--- src/rtl/hazard_unit_mc.sv ---
// rtl/hazard_unit_mc.sv - MIPS 5-stage hazard unit with MUL/DIV busy tracking and syscall drain
// Forwarding and stall terms are combinational; MDU, drain FSM and stall counter are registered.
module hazard_unit_mc #(
  parameter int REG_AW    = 5,
  parameter int MDU_LAT   = 4,
  parameter int DRAIN_CYC = 3,
  parameter int CNT_W     = 16
) (
  input  logic              clk,
  input  logic              reset,
  input  logic              BranchD,
  input  logic              MemtoRegE,
  input  logic              RegWriteE,
  input  logic              MemtoRegM,
  input  logic              RegWriteM,
  input  logic              RegWriteW,
  input  logic [REG_AW-1:0] RsD,
  input  logic [REG_AW-1:0] RtD,
  input  logic [REG_AW-1:0] RsE,
  input  logic [REG_AW-1:0] RtE,
  input  logic [REG_AW-1:0] WriteRegE,
  input  logic [REG_AW-1:0] WriteRegM,
  input  logic [REG_AW-1:0] WriteRegW,
  input  logic              MduStartE,
  input  logic              MduUseD,
  input  logic              SyscallD,
  output logic              StallF,
  output logic              StallD,
  output logic              FlushE,
  output logic              ForwardAD,
  output logic              ForwardBD,
  output logic [1:0]        ForwardAE,
  output logic [1:0]        ForwardBE,
  output logic              MduBusy,
  output logic              SyscallGo,
  output logic [CNT_W-1:0]  StallCnt
);

  localparam int MW = $clog2(MDU_LAT);
  localparam int DW = (DRAIN_CYC > 1) ? $clog2(DRAIN_CYC) : 1;

  typedef enum logic [1:0] {S_IDLE, S_DRAIN, S_GO} state_e;

  state_e           state_q, state_d;
  logic [DW-1:0]    dcnt_q, dcnt_d;
  logic [MW-1:0]    mdu_cnt_q, mdu_cnt_d;
  logic [CNT_W-1:0] stall_cnt_q, stall_cnt_d;
  logic             lw_stall, br_stall, md_stall, sc_stall, dr_stall, stall;

  assign ForwardAD = (RsD != '0) && (RsD == WriteRegM) && RegWriteM;
  assign ForwardBD = (RtD != '0) && (RtD == WriteRegM) && RegWriteM;

  always_comb begin
    ForwardAE = 2'b00;
    if ((RsE != '0) && (RsE == WriteRegM) && RegWriteM)      ForwardAE = 2'b10;
    else if ((RsE != '0) && (RsE == WriteRegW) && RegWriteW) ForwardAE = 2'b01;
    ForwardBE = 2'b00;
    if ((RtE != '0) && (RtE == WriteRegM) && RegWriteM)      ForwardBE = 2'b10;
    else if ((RtE != '0) && (RtE == WriteRegW) && RegWriteW) ForwardBE = 2'b01;
  end

  assign lw_stall = MemtoRegE && (RtE != '0) && ((RtE == RsD) || (RtE == RtD));
  assign br_stall = BranchD &&
                    ((RegWriteE && (WriteRegE != '0) && ((WriteRegE == RsD) || (WriteRegE == RtD))) ||
                     (MemtoRegM && (WriteRegM != '0) && ((WriteRegM == RsD) || (WriteRegM == RtD))));
  assign md_stall = MduUseD && MduBusy;
  // In IDLE a pending syscall stalls both while the MDU drains and on the cycle it enters DRAIN.
  assign sc_stall = SyscallD && (state_q == S_IDLE);
  assign dr_stall = (state_q == S_DRAIN);
  assign stall    = !reset && (lw_stall || br_stall || md_stall || sc_stall || dr_stall);

  assign StallF    = stall;
  assign StallD    = stall;
  assign FlushE    = stall;
  assign MduBusy   = (mdu_cnt_q != '0);
  assign SyscallGo = (state_q == S_GO);
  assign StallCnt  = stall_cnt_q;

  always_comb begin
    mdu_cnt_d = mdu_cnt_q;
    if (MduStartE && (mdu_cnt_q == '0)) mdu_cnt_d = MW'(MDU_LAT - 1);
    else if (mdu_cnt_q != '0)           mdu_cnt_d = mdu_cnt_q - 1'b1;
  end

  always_comb begin
    stall_cnt_d = stall_cnt_q;
    if (stall && (stall_cnt_q != '1)) stall_cnt_d = stall_cnt_q + 1'b1;
  end

  always_comb begin
    state_d = state_q;
    dcnt_d  = dcnt_q;
    case (state_q)
      S_IDLE: begin
        if (SyscallD && !MduBusy) begin
          state_d = S_DRAIN;
          dcnt_d  = DW'(DRAIN_CYC - 1);
        end
      end
      S_DRAIN: begin
        if (dcnt_q == '0) state_d = S_GO;
        else              dcnt_d  = dcnt_q - 1'b1;
      end
      S_GO:    state_d = S_IDLE;
      default: state_d = S_IDLE;
    endcase
  end

  always_ff @(posedge clk or posedge reset) begin
    if (reset) begin
      state_q     <= S_IDLE;
      dcnt_q      <= '0;
      mdu_cnt_q   <= '0;
      stall_cnt_q <= '0;
    end else begin
      state_q     <= state_d;
      dcnt_q      <= dcnt_d;
      mdu_cnt_q   <= mdu_cnt_d;
      stall_cnt_q <= stall_cnt_d;
    end
  end

endmodule

--- config.mk ---
export PLATFORM = sky130hd
export DESIGN_NAME = hazard_unit_mc
export DESIGN_NICKNAME = d
export VERILOG_FILES = /design/src/rtl/hazard_unit_mc.sv
export SDC_FILE = /design/constraint.sdc
export NUM_CORES = 1
export LEC_CHECK = 0
export ABC_AREA = 1
export CAP_MARGIN = 40
export CORE_ASPECT_RATIO = 1.2
export CORE_MARGIN = 4
export CORE_UTILIZATION = 43
export DETAILED_ROUTE_END_ITERATION = 10
export PLACE_DENSITY = 0.76
export SKIP_CTS_REPAIR_TIMING = 1
export SYNTH_ARGS = -nofsm -noshare
export SYNTH_HDL_FRONTEND = slang
export SYNTH_SLANG_ARGS = --single-unit
--- constraint.sdc ---
create_clock -name clk -period 2.4 [get_ports clk]
set_input_delay 0.24 -clock clk [delete_from_list [all_inputs] [get_ports clk]]
set_output_delay 0.24 -clock clk [all_outputs]
set_load 0.01 [all_outputs]
==> metrics <==
max-cap viol count=0; final worst-path cycle share=97.8%; maximum vdd ir drop=0.000210 V; core footprint=~5000 um2; most common cell after layout, fill and taps aside=nand2_1; Critical Path AT=between 2 and 2.5 ns; clk root buf=clkbuf_8; post-route ant nets=0; initial antenna violation count=0; Min Clock Period, post-route=about 2.3 ns; Starting Density=44.5%; CP max FO=3; Rows=28; Worst-Skew Late Latency=0.26 ns; Final Util=67.3%; CTS tree=done; CP dominant cell by count=clkdlybuf4s50_1; final setup margin=0.0525 ns; DR top layer=met4; share of flip-flops with an asynchronous set or reset=100%; DIE HEIGHT=86.6 um; Layout Nets=497; Avg Inst Size Synth=roughly 6.5 um2; post-place setup slack=-0.141 ns; chip width=73.5 um; Post-Synth Adder-Cell Area=1.69%; PwrDens=463 nW/um2; first-pass GRT wire length=11.2 mm; Crit-path slowest cell=clkdlybuf4s50_1; All-Layer GR Usage=21.6%; syn_nets=391; drt wl/cell=13.4 um; RSZ-0062 raised after global routing=false; remaining global-route overflow=0; Tightest Pin Transition=0.538 ns; largest delay contributor family on the critical path=buffers and inverters; Antenna diodes=0; vias=2593; synthesis-to-finish area growth=51.2%; Slew Viols, Final=0; kind of critical path=in2out; die area=6370 um2; largest net degree at the start of global routing=23; # setup viols final=0; worst path required time=2.16 ns; Leak=1.84 nW; met2 routed WL=3.56 mm; XOR/XNOR Fraction of Synth Area=between 10% and 20%; Initial DRC Count=approximately 160; gpl congestion=0.990; CTS Sinks=22; most frequent cells in the layout=nand2_1, clkdlybuf4s50_1, inv_1; Seq/Total Area, Yosys=24.9%; number of buffers and inverters on the critical path=3; synth unique cells=37; layout cell share with drive strength beyond 1=about 14%; final setup TNS=0 ns; Pre-antenna DRT Iters=4; placed cell count=slightly above 500; worst hold path class=in2async; Primary FF master, synth=dfrtp_1; CP max stage delay=approximately 0.55 ns; Fin Hold WS=0.458 ns; TritonCTS Buffers=3; Yosys reg bits=22; Reg clk slew, reported paths=around 0.080 ns; run status=completed; FMAX=between 0.4 and 0.5 GHz; non-filler cells in the finished layout=roughly 510; H-tree levels=1; # port buffers=72; drt via density=5.11; num ports=73; worst-case clock buffer depth=2; critical-path cell list=clkdlybuf4s50_1, xnor2_1, o221ai_1, nor4_2, buf_4, clkdlybuf4s50_1; post-synthesis simple-gate area fraction=41.4%; Synthesis Warnings=0; Final Hold Viols=0; Cell Area, Synth=2210 um2; combinational family with the most area after synthesis=simple AND/OR/NAND/NOR gates; FF-to-FF Start=StallCnt[0]; Setup Skew=roughly 0.0028 ns; Synth Area in Compound Gates=6.78%; wire length on met1=2.70 mm; Residual DRC=0; vias in the first global route=2593; Post-DP HPWL=5.50 mm; Max transition margin=64.0%; Post-synth EDFFs=0; Post-Route WL=6.77 mm; metal3 WL=between 400 and 500 um; Synth Instances=342; CP Capture Type=primary output; Critical path origin=RsE[2]; mux cell area share after synthesis=0%; CP Launch Type=input port
==> final timing paths <==
path / depth (start not counted) / slack [ns] / end
min: 3 / 0.46 / StallCnt[8]
max reg2reg: 9 / 0.28 / StallCnt[8]
max in group asynchronous: 3 / 1.71 / StallCnt[2]
max: 6 / 0.05 / ForwardAE[1]
min in group clk: 2 / 0.53 / StallCnt[9]
min reg2reg: 2 / 0.53 / StallCnt[9]
==> cells in the mapped netlist, types with 3 or more instances <==
cell / instances / area, um2
nor4_1: 6 / 37.5
ha_1: 3 / 37.5
nand3_1: 16 / 80.1
xnor2_1: 15 / 131
nor3_1: 6 / 30.0
nand2_1: 113 / 424
nand4_1: 21 / 131
inv_2: 6 / 22.5
dfrtp_1: 22 / 551
buf_2: 6 / 30.0
o211ai_1: 3 / 22.5
o21ai_0: 7 / 35.0
xor2_1: 21 / 184
a21oi_1: 3 / 15.0
inv_1: 43 / 161
nor2_1: 26 / 97.6
==> stage by stage <==
| stage | power, mW | instance area (um2) |
|---|---|---|
| detailed placement | 1.29 | 3240 |
| finish | 1.55 | 3350 |
| global placement | 1.27 | 3240 |
| floorplan | 0.940 | 2210 |
| CTS | 1.56 | 3290 |
| global route | 1.66 | 3350 |
==> final cells by class <==
type / instances / area, um2
tap: 60 / 75.1
clock buffer: 4 / 55.1
inverter: 50 / 188
multi-input combinational: 261 / 1440
fill: 436 / 1630
sequential: 22 / 551
timing repair buffer: 110 / 1050
==> report_power, final <==
part | leakage, nW | total, mW | internal (mW) | switching [mW]
registers | 0.290 | 0.524 | 0.448 | 0.0767
clock network | 0.0288 | 0.269 | 0.146 | 0.123
logic | 1.52 | 0.756 | 0.365 | 0.391
==> metal layers <==
| metal | vias to the layer above | global-route usage [%] |
|---|---|---|
| li1 | 1316 | - |
| met1 | 1172 | 24.2 |
| met2 | 96 | 40.6 |
| met3 | 9 | 3.13 |
| met4 | 0 | 7.25 |
| met5 | - | 0 |
==> kinds of logic (layout without fill, tap and decap cells) <==
kind of cell	count (synthesis)	in the layout
buffers and inverters	59	164
and+or+nand+nor	199	199
DFF	22	22
xor gates and xnor gates	36	36
AOI/OAI and AO/OA	23	23
adders and majority gates	3	3
==> worst min-delay path, delay by kind of cell <==
| family | cells | cell delay, ns |
|---|---|---|
| buf+inv | 3 | 0.85 |
==> registers in the layout, summed over array words and instances (netlist names) <==
signal	flops
mdu_cnt_q	2
dcnt_q	2
StallCnt	16
state_q	2
No activity file was read; power rests on OpenSTA's default activity.
